File: src/rtl/dsm_pkg.sv
// Shared types and defaults for the delta-sigma bit-line sense controller.
// Also holds helpers to read and write one channel's slice of the packed result.
package dsm_pkg;

  typedef enum logic [1:0] {IDLE, SETTLE, CONVERT, DONE} dsm_state_e;

  localparam int DSM_NCH        = 4;
  localparam int DSM_CNT_W      = 9;
  localparam int DSM_SETTLE_CYC = 2;

  localparam int DSM_RES_W = DSM_NCH * DSM_CNT_W;

  function automatic logic [DSM_CNT_W-1:0] res_get(input logic [DSM_RES_W-1:0] r,
                                                   input int i);
    return r[i*DSM_CNT_W +: DSM_CNT_W];
  endfunction

  function automatic logic [DSM_RES_W-1:0] res_put(input logic [DSM_RES_W-1:0] r,
                                                   input int i,
                                                   input logic [DSM_CNT_W-1:0] v);
    logic [DSM_RES_W-1:0] t;
    t = r;
    t[i*DSM_CNT_W +: DSM_CNT_W] = v;
    return t;
  endfunction

endpackage

File: src/rtl/dsm_chan_cnt.sv
// One channel of the sense array: registered injection request and injection counter.
// A comparator value that is not a clean 0 is treated as "above vref" (no injection).
module dsm_chan_cnt #(
  parameter int CNT_W = 9
) (
  input  logic             clk,
  input  logic             rst,
  input  logic             clr,
  input  logic             sample,
  input  logic             comp,
  output logic             inj,
  output logic [CNT_W-1:0] count
);

  always_ff @(posedge clk) begin
    if (rst || clr) begin
      inj   <= 1'b0;
      count <= '0;
    end else if (sample) begin
      if (comp == 1'b0) begin
        inj   <= 1'b1;
        count <= count + 1'b1;
      end else begin
        inj   <= 1'b0;
      end
    end else begin
      inj <= 1'b0;
    end
  end

endmodule

File: src/rtl/dsm_sense_ctrl.sv
// Delta-sigma bit-line sense controller: FSM, settle/window timers and result register.
// Per-channel counting lives in dsm_chan_cnt instances.
module dsm_sense_ctrl
  import dsm_pkg::*;
#(
  parameter int NCH        = DSM_NCH,
  parameter int CNT_W      = DSM_CNT_W,
  parameter int SETTLE_CYC = DSM_SETTLE_CYC
) (
  input  logic                 clk,
  input  logic                 rst,
  input  logic                 en,
  input  logic                 supply_ok,
  input  logic                 mode_cont,
  input  logic                 start,
  input  logic [CNT_W-1:0]     win_len,
  input  logic [NCH-1:0]       comp,
  output logic [NCH-1:0]       inj,
  output logic                 busy,
  output logic [NCH*CNT_W-1:0] result,
  output logic                 result_valid,
  input  logic                 result_ready,
  output logic                 abort
);

  localparam int SET_W = (SETTLE_CYC > 1) ? $clog2(SETTLE_CYC) : 1;
  localparam logic [SET_W-1:0] SET_LOAD = SET_W'(SETTLE_CYC - 1);

  dsm_state_e           state;
  logic [CNT_W-1:0]     win_q;
  logic [CNT_W-1:0]     win_cnt;
  logic [SET_W-1:0]     set_cnt;
  logic                 mode_q;
  logic                 fault;
  logic                 start_acc;
  logic                 sample;
  logic                 last_smp;
  logic                 clr;
  logic [CNT_W-1:0]     cnt [NCH];
  logic [NCH*CNT_W-1:0] res_nxt;

  assign fault     = ~en | ~supply_ok;
  assign start_acc = (state == IDLE) & start & en & supply_ok & (win_len != '0);
  assign sample    = (state == CONVERT) & ~fault;
  assign last_smp  = sample & (win_cnt == '0);
  // Counters clear on settle entry, on window completion (so a continuous restart
  // begins at zero) and on abort.
  assign clr       = start_acc | last_smp | ((state != IDLE) & fault);

  for (genvar g = 0; g < NCH; g++) begin : g_chan
    dsm_chan_cnt #(.CNT_W(CNT_W)) u_chan (
      .clk    (clk),
      .rst    (rst),
      .clr    (clr),
      .sample (sample),
      .comp   (comp[g]),
      .inj    (inj[g]),
      .count  (cnt[g])
    );
  end

  // The final window sample still counts, so the result is the count plus this edge's decision.
  always_comb begin
    res_nxt = '0;
    for (int i = 0; i < NCH; i++) begin
      res_nxt[i*CNT_W +: CNT_W] = cnt[i];
      if (comp[i] == 1'b0) res_nxt[i*CNT_W +: CNT_W] = cnt[i] + 1'b1;
    end
  end

  always_ff @(posedge clk) begin
    if (rst) begin
      state        <= IDLE;
      busy         <= 1'b0;
      result       <= '0;
      result_valid <= 1'b0;
      abort        <= 1'b0;
      win_q        <= '0;
      win_cnt      <= '0;
      set_cnt      <= '0;
      mode_q       <= 1'b0;
    end else begin
      abort <= 1'b0;
      if ((state != IDLE) && fault) begin
        state        <= IDLE;
        busy         <= 1'b0;
        result_valid <= 1'b0;
        abort        <= 1'b1;
      end else begin
        case (state)
          IDLE: begin
            if (start_acc) begin
              state   <= SETTLE;
              busy    <= 1'b1;
              win_q   <= win_len;
              mode_q  <= mode_cont;
              set_cnt <= SET_LOAD;
            end
          end
          SETTLE: begin
            if (set_cnt == '0) begin
              state   <= CONVERT;
              win_cnt <= win_q - 1'b1;
            end else begin
              set_cnt <= set_cnt - 1'b1;
            end
          end
          CONVERT: begin
            if (last_smp) begin
              state        <= DONE;
              result       <= res_nxt;
              result_valid <= 1'b1;
            end else begin
              win_cnt <= win_cnt - 1'b1;
            end
          end
          DONE: begin
            if (result_ready) begin
              result_valid <= 1'b0;
              if (mode_q) begin
                state   <= CONVERT;
                win_cnt <= win_q - 1'b1;
              end else begin
                state <= IDLE;
                busy  <= 1'b0;
              end
            end
          end
          default: begin
            state <= IDLE;
            busy  <= 1'b0;
          end
        endcase
      end
    end
  end

endmodule

File: config.mk
export PLATFORM = sky130hd
export DESIGN_NAME = dsm_sense_ctrl
export DESIGN_NICKNAME = d
export VERILOG_FILES = /design/src/rtl/dsm_pkg.sv /design/src/rtl/dsm_chan_cnt.sv /design/src/rtl/dsm_sense_ctrl.sv
export SDC_FILE = /design/constraint.sdc
export NUM_CORES = 1
export LEC_CHECK = 0
export CORE_ASPECT_RATIO = 2
export CORE_UTILIZATION = 58
export CTS_BUF_LIST = sky130_fd_sc_hd__clkbuf_4
export DETAILED_ROUTE_END_ITERATION = 8
export GPL_TIMING_DRIVEN = 0
export HOLD_SLACK_MARGIN = 0.02
export PLACE_DENSITY = 0.85
export SLEW_MARGIN = 20
export SYNTH_ARGS = -nofsm -noshare
export SYNTH_HDL_FRONTEND = slang
export SYNTH_HIERARCHICAL = 1
export SYNTH_SLANG_ARGS = --single-unit
File: constraint.sdc
create_clock -name clk -period 3.15 [get_ports clk]
set_input_delay 0.63 -clock clk [delete_from_list [all_inputs] [get_ports clk]]
set_output_delay 0.63 -clock clk [all_outputs]
set_load 0.01 [all_outputs]
---- Yosys cells after proc, flatten, opt, wreduce, memory -nomap -nowiden ----
Index checks and enable logic that the tools add are counted.
storage, ports and cells
  register bits ........................... 101
  bits of input ports ..................... 20
  bits in latches ......................... 0
  memories kept ........................... 0
  memory bits (writable) .................. 0
  logic and storage cells ................. 97
  memory bits (read-only) ................. 0
operators by class
  bitwise gates (word level) .............. 15
  shifts and indexed selects .............. 0
  div/mod/pow operators ................... 0
  $add $sub $neg .......................... 7
  multiply operators ...................... 0
  reduce and logical (&&, ||, !) cells .... 19
  equality and inequality tests ........... 10
  mux-type cells .......................... 29
  order comparisons ....................... 0
operators by type and width
  operator                                                                count
  9-bit 2-to-1 mux                                                        8
  9-bit by 1-bit adder with 9-bit output (second input constant)          4
  9-bit one-hot mux with 3 select lines                                   1
  9-bit by 1-bit subtractor with 9-bit output (second input constant)     2
  2-bit inequality test (second input constant)                           7
  3-bit AND reduction                                                     4
  1-bit 2-to-1 mux                                                        11
  2-bit 2-to-1 mux                                                        5
  9-bit zero test                                                         1
  9-bit nonzero test                                                      1
  2-bit one-hot mux with 4 select lines                                   1
  4-bit AND reduction                                                     2
  2-bit nonzero test                                                      4
  1-bit bitwise AND                                                       7
  1-bit one-hot mux with 2 select lines                                   3
  6-bit AND reduction                                                     1
  1-bit NOT                                                               5
  2-bit equality test (second input constant)                             2
  2-bit OR reduction                                                      2
  1-bit OR                                                                3
  3-bit nonzero test                                                      1
  2-bit by 1-bit equality test with 1-bit output (second input constant)  1
  2-bit zero test                                                         1
  1-bit logical AND                                                       1
  2 further kinds                                                         2

---- Logic depth before layout (Yosys ltp) ----
  depth in word-level cells ............... 9
  depth in mapped cells ................... 11

---- Modules after synthesis ----
The synthesis kept the hierarchy.
by module, submodules not included
  module          seq. area each (um2)  area each (um2)  cells an instance  instances
  dsm_sense_ctrl  1,221.2               3,229.3          375                1
  dsm_chan_cnt    200.2                 457.9            50                 4

---- Least setup slack after synthesis ----
Ideal clock, no wire load.
  path type ............................... input port to flip-flop
  start ................................... input win_len[5]
  end ..................................... register g_chan[0].u_chan.count[3]
  arrival time ............................ 2.418 ns
  setup time .............................. 0.070 ns
  stages on the path ...................... 8
  slack ................................... 0.662 ns
  cells stage by stage .................... nor4_1 nand2_1 o41ai_4 buf_2 nand3_1 or2_2 clkbuf_1 a21oi_1
between the ends
  cells in the longest elaborated chain, start to end .. 5
RTL lines
  what                    RTL line              source
  start: declaration      dsm_sense_ctrl.sv:16  input logic [CNT_W-1:0] win_len,
  9-bit nonzero test      dsm_sense_ctrl.sv:43  assign start_acc = (state == IDLE) & start & en & supply_ok & (win_len != '0);
  1-bit bitwise AND       dsm_sense_ctrl.sv:43
  1-bit OR (2 in a row)   dsm_sense_ctrl.sv:48  assign clr = start_acc | last_smp | ((state != IDLE) & fault);
  via clr                 dsm_sense_ctrl.sv:38  logic clr;
  1-bit logical OR        dsm_chan_cnt.sv:16    if (rst || clr) begin
  end signal: assignment  dsm_chan_cnt.sv:22    count <= count + 1'b1;
  end: declaration        dsm_chan_cnt.sv:12    output logic [CNT_W-1:0] count
The timed path passes the listed nets, and every way through them passes these cells.
A chain may end at the register's enable or synchronous reset.

---- Worst setup path in the final report ----
  start ................................... input win_len[5]
  end ..................................... register g_chan[2].u_chan.count[5]
between the ends
  cells in the longest elaborated chain, start to end .. 5
RTL lines
  what                    RTL line
  9-bit nonzero test      dsm_sense_ctrl.sv:43
  1-bit bitwise AND       dsm_sense_ctrl.sv:43
  1-bit OR (2 in a row)   dsm_sense_ctrl.sv:48
  via clr                 dsm_sense_ctrl.sv:38
  1-bit logical OR        dsm_chan_cnt.sv:16
  end signal: assignment  dsm_chan_cnt.sv:22
  end: declaration        dsm_chan_cnt.sv:12
The timed path passes the listed nets, and every way through them passes these cells.

==> run summary <==
Die Width: 68.06 µm
Setup CP Type: input pin to flip-flop
layout cell share with drive strength beyond 1: 7.963%
CP Depth: 9
asr flop ratio synth: 0%
H-tree depth: 3
FP Rows: 47
WP data required: 3.54 ns
placed cell count: 735
worst flop-to-flop path endpoint: win_cnt[6]$_SDFFE_PP0P_
Top Ports: 63
clock sink total: 101
hpwl dp: 8.817 mm
Setup crit end kind: flip-flop
highest fanout seen on the critical path: 10
max_cap viols: 0
GP Congestion: 0.8903
Syn Nets: 604
cell accounting for the most synthesized area: dfxtp_1
antenna viol nets, final: 0
post-detailed-routing wire length: 12.09 mm
die area: 9127 µm²
GRT Total Usage: 28.60%
Seq cells post-synth: 101
post-synthesis cell area: 5061 µm²
clk slew on worst S/H paths: 0.15 ns
initial antenna violation count: 1
Root Driver: clkbuf_4
worst reg2reg path startpoint: state[0]$_SDFFE_PP0P_
max-slew violation count: 0
count of cell types in the netlist: 54
Worst Skew: 0.01553 ns
WL/cell: 16.07 µm
final non-filler cell total: 752
largest net degree at the start of global routing: 19
Pleak: 1.998 nW
WP data arrival: 3.35 ns
worst hold slack: 0.4889 ns
Seq/Total Area, Yosys: 39.95%
Tightest Pin Transition: 0.6109 ns
min-delay worst type: flip-flop to flip-flop
ratio of final minimum period to clock period: 93.87%
CTS tree: done
WP buf/inv: 3
outcome: finished clean
Pwr Total: 0.002226 W
Final Util: 71.14%
Max IR drop VDD: 0.4634 mV
Worst Setup Start Kind: input pin
top_reg_cell synth: dfxtp_1
Skew-Pair Late Insertion Delay: 0.46 ns
vias per inst: 6.078
Mapped Cells: 575
Critical path origin: win_len[5]
Fillers: 691
Setup Fix Bufs, Post-CTS: 0
first-pass GRT wire length: 19.98 mm
Nets: 677
vias in the first global route: 4,423
Die H: 134.1 µm
PD cells: 374.7 nW/µm²
count of warnings emitted by yosys: 6
hold buffers post-CTS: 0
crit-path max cell delay: 0.42 ns
top cell type's share of synthesized area: 39.95%
RSZ-0062 raised after global routing: no
CP max-delay cell: clkdlybuf4s50_1
top cells by area, synth: dfxtp_1 (40%), nor2_1 (6.2%), a211oi_1 (5.2%)
gr ovfl total: 0
max_slew headroom: 58.11%
drt drc: 0
total number of vias: 4,571
PortBufs: 62
f_max: 338.2 MHz
Max Buffers Root-to-Sink: 2
P&R area growth vs syn: 17.38%
Largest delay share family, worst path: simple AND/OR/NAND/NOR gates
Post-CTS Resized: 0
Fin. Hold Viols: 0
number of synthesized flops with an enable pin: 0
CP Capture Point: g_chan[2].u_chan/count[5]$_SDFFE_PP0P_
Initial Util: 60.61%
fin crit period: 2.957 ns
worst path cell trace: clkdlybuf4s50_1, nor4_1, nand2_1, o41ai_4, buf_2, nand3_1, or2_2, clkbuf_1, a21oi_1
R2R setup slack: 0.44 ns
Num CTS Buffers: 9
DR iter-0 viols: 268
Core Area: 8351 µm²
syn_area_per_cell: 8.802 µm²
Pre-Repair DR Iteration Count: 5
R2R depth: 11
Final Setup Violations: 0
[worst min-delay path, delay by kind of cell, from the launching register on]
| kind | cells | cell delay [ns] |
|---|---|---|
| AO/OA/AOI/OAI | 1 | 0.05 |
| AND/OR/NAND/NOR | 1 | 0.06 |
| flip-flops | 1 | 0.35 |
[cell families after synthesis]
kind of cell,after synthesis,synth area share [%]
muxes,23,4.672
AOI/OAI and AO/OA,128,17.26
adders and majority gates,9,2.225
xor gates and xnor gates,41,7.095
and+or+nand+nor,235,24.82
buffers and inverters,38,3.980
DFF,101,39.95
[stage by stage]
stage | setup WS [ns] | setup TNS [ns] | cell area, µm²
floorplan | 0.6621 | 0 | 5061
global placement | -0.1823 | -5.737 | 5804
detailed placement | -0.2665 | -8.187 | 5804
CTS | 0.2054 | 0 | 5938
global route | 0.05714 | 0 | 5941
finish | 0.1930 | 0 | 5941
[flip-flops by register name (all words and copies together), names as in the netlist, 2 cells and up]
| register | flops |
|---|---|
| result | 36 |
| g_chan.u_chan/count | 36 |
| win_cnt | 9 |
| state | 2 |
| win_q | 9 |
| g_chan.u_chan/inj | 4 |
[layout make-up]
class | instances | area [µm²] | area share (%)
Sequential cell | 101 | 2022 | 34.04
Clock inverter | 5 | 51.30 | 0.8635
Antenna cell | 1 | 2.502 | 0.04212
Timing Repair Buffer | 62 | 620.6 | 10.45
Tap cell | 98 | 122.6 | 2.064
Inverter | 7 | 26.28 | 0.4423
Buffer | 31 | 175.2 | 2.949
Multi-Input combinational cell | 436 | 2838 | 47.77
Clock buffer | 11 | 82.58 | 1.390
[Yosys cell counts, types with 11 or more instances]
| cell | instances |
|---|---|
| nand3_1 | 16 |
| o21ai_0 | 13 |
| clkbuf_1 | 15 |
| nand2_1 | 41 |
| or4_1 | 18 |
| nor2_1 | 83 |
| a211oi_1 | 35 |
| xor2_1 | 21 |
| xnor2_1 | 20 |
| o31ai_1 | 18 |
| a21oi_1 | 38 |
| dfxtp_1 | 101 |
| nand4_1 | 11 |
| mux2i_1 | 21 |
[where the power goes]
part           switching [W]  internal [W]  leakage [nW]
Clock               0.000415      0.000256        0.0759
Sequential         0.0000163       0.00130         0.815
Combinational       0.000131      0.000110          1.11
Total               0.000562       0.00166          2.00
[how the worst min path moves through the flow]
stage	startpoint	endpoint	slack, ns	cells past startpoint
floorplan	win_q[0]$_SDFFE_PP0P_	win_q[0]$_SDFFE_PP0P_	0.44	2
global placement	result[18]$_SDFFE_PP0P_	result[18]$_SDFFE_PP0P_	0.46	2
detailed placement	result[27]$_SDFFE_PP0P_	result[27]$_SDFFE_PP0P_	0.46	2
CTS	result[9]$_SDFFE_PP0P_	result[9]$_SDFFE_PP0P_	0.48	2
global route	win_q[0]$_SDFFE_PP0P_	win_q[0]$_SDFFE_PP0P_	0.51	2
finish	result[9]$_SDFFE_PP0P_	result[9]$_SDFFE_PP0P_	0.49	2
[routing by layer]
| metal | vias up | track usage [%] | wire length, µm |
|---|---|---|---|
| li1 | 2226 | - | - |
| met1 | 2157 | 30.43 | 4747 |
| met2 | 160 | 51.58 | 6573 |
| met3 | 28 | 5.527 | 480 |
| met4 | 0 | 12.50 | 285 |
| met5 | - | 0 | 0 |
[placed cells by master (no fill, tap or decap), drive strengths merged, types with 9 or more instances in the layout]
cell	count
nor2	83
mux2i	21
xnor2	20
dfxtp	101
o21ai	15
nand3	16
o31ai	18
or4	18
xor2	21
a211oi	35
a21oi	38
buf	16
clkdlybuf4s50	62
clkbuf	26
nand4	11
nand3b	9
nand2	41
ha	9
(Power assumes the default switching activity.)
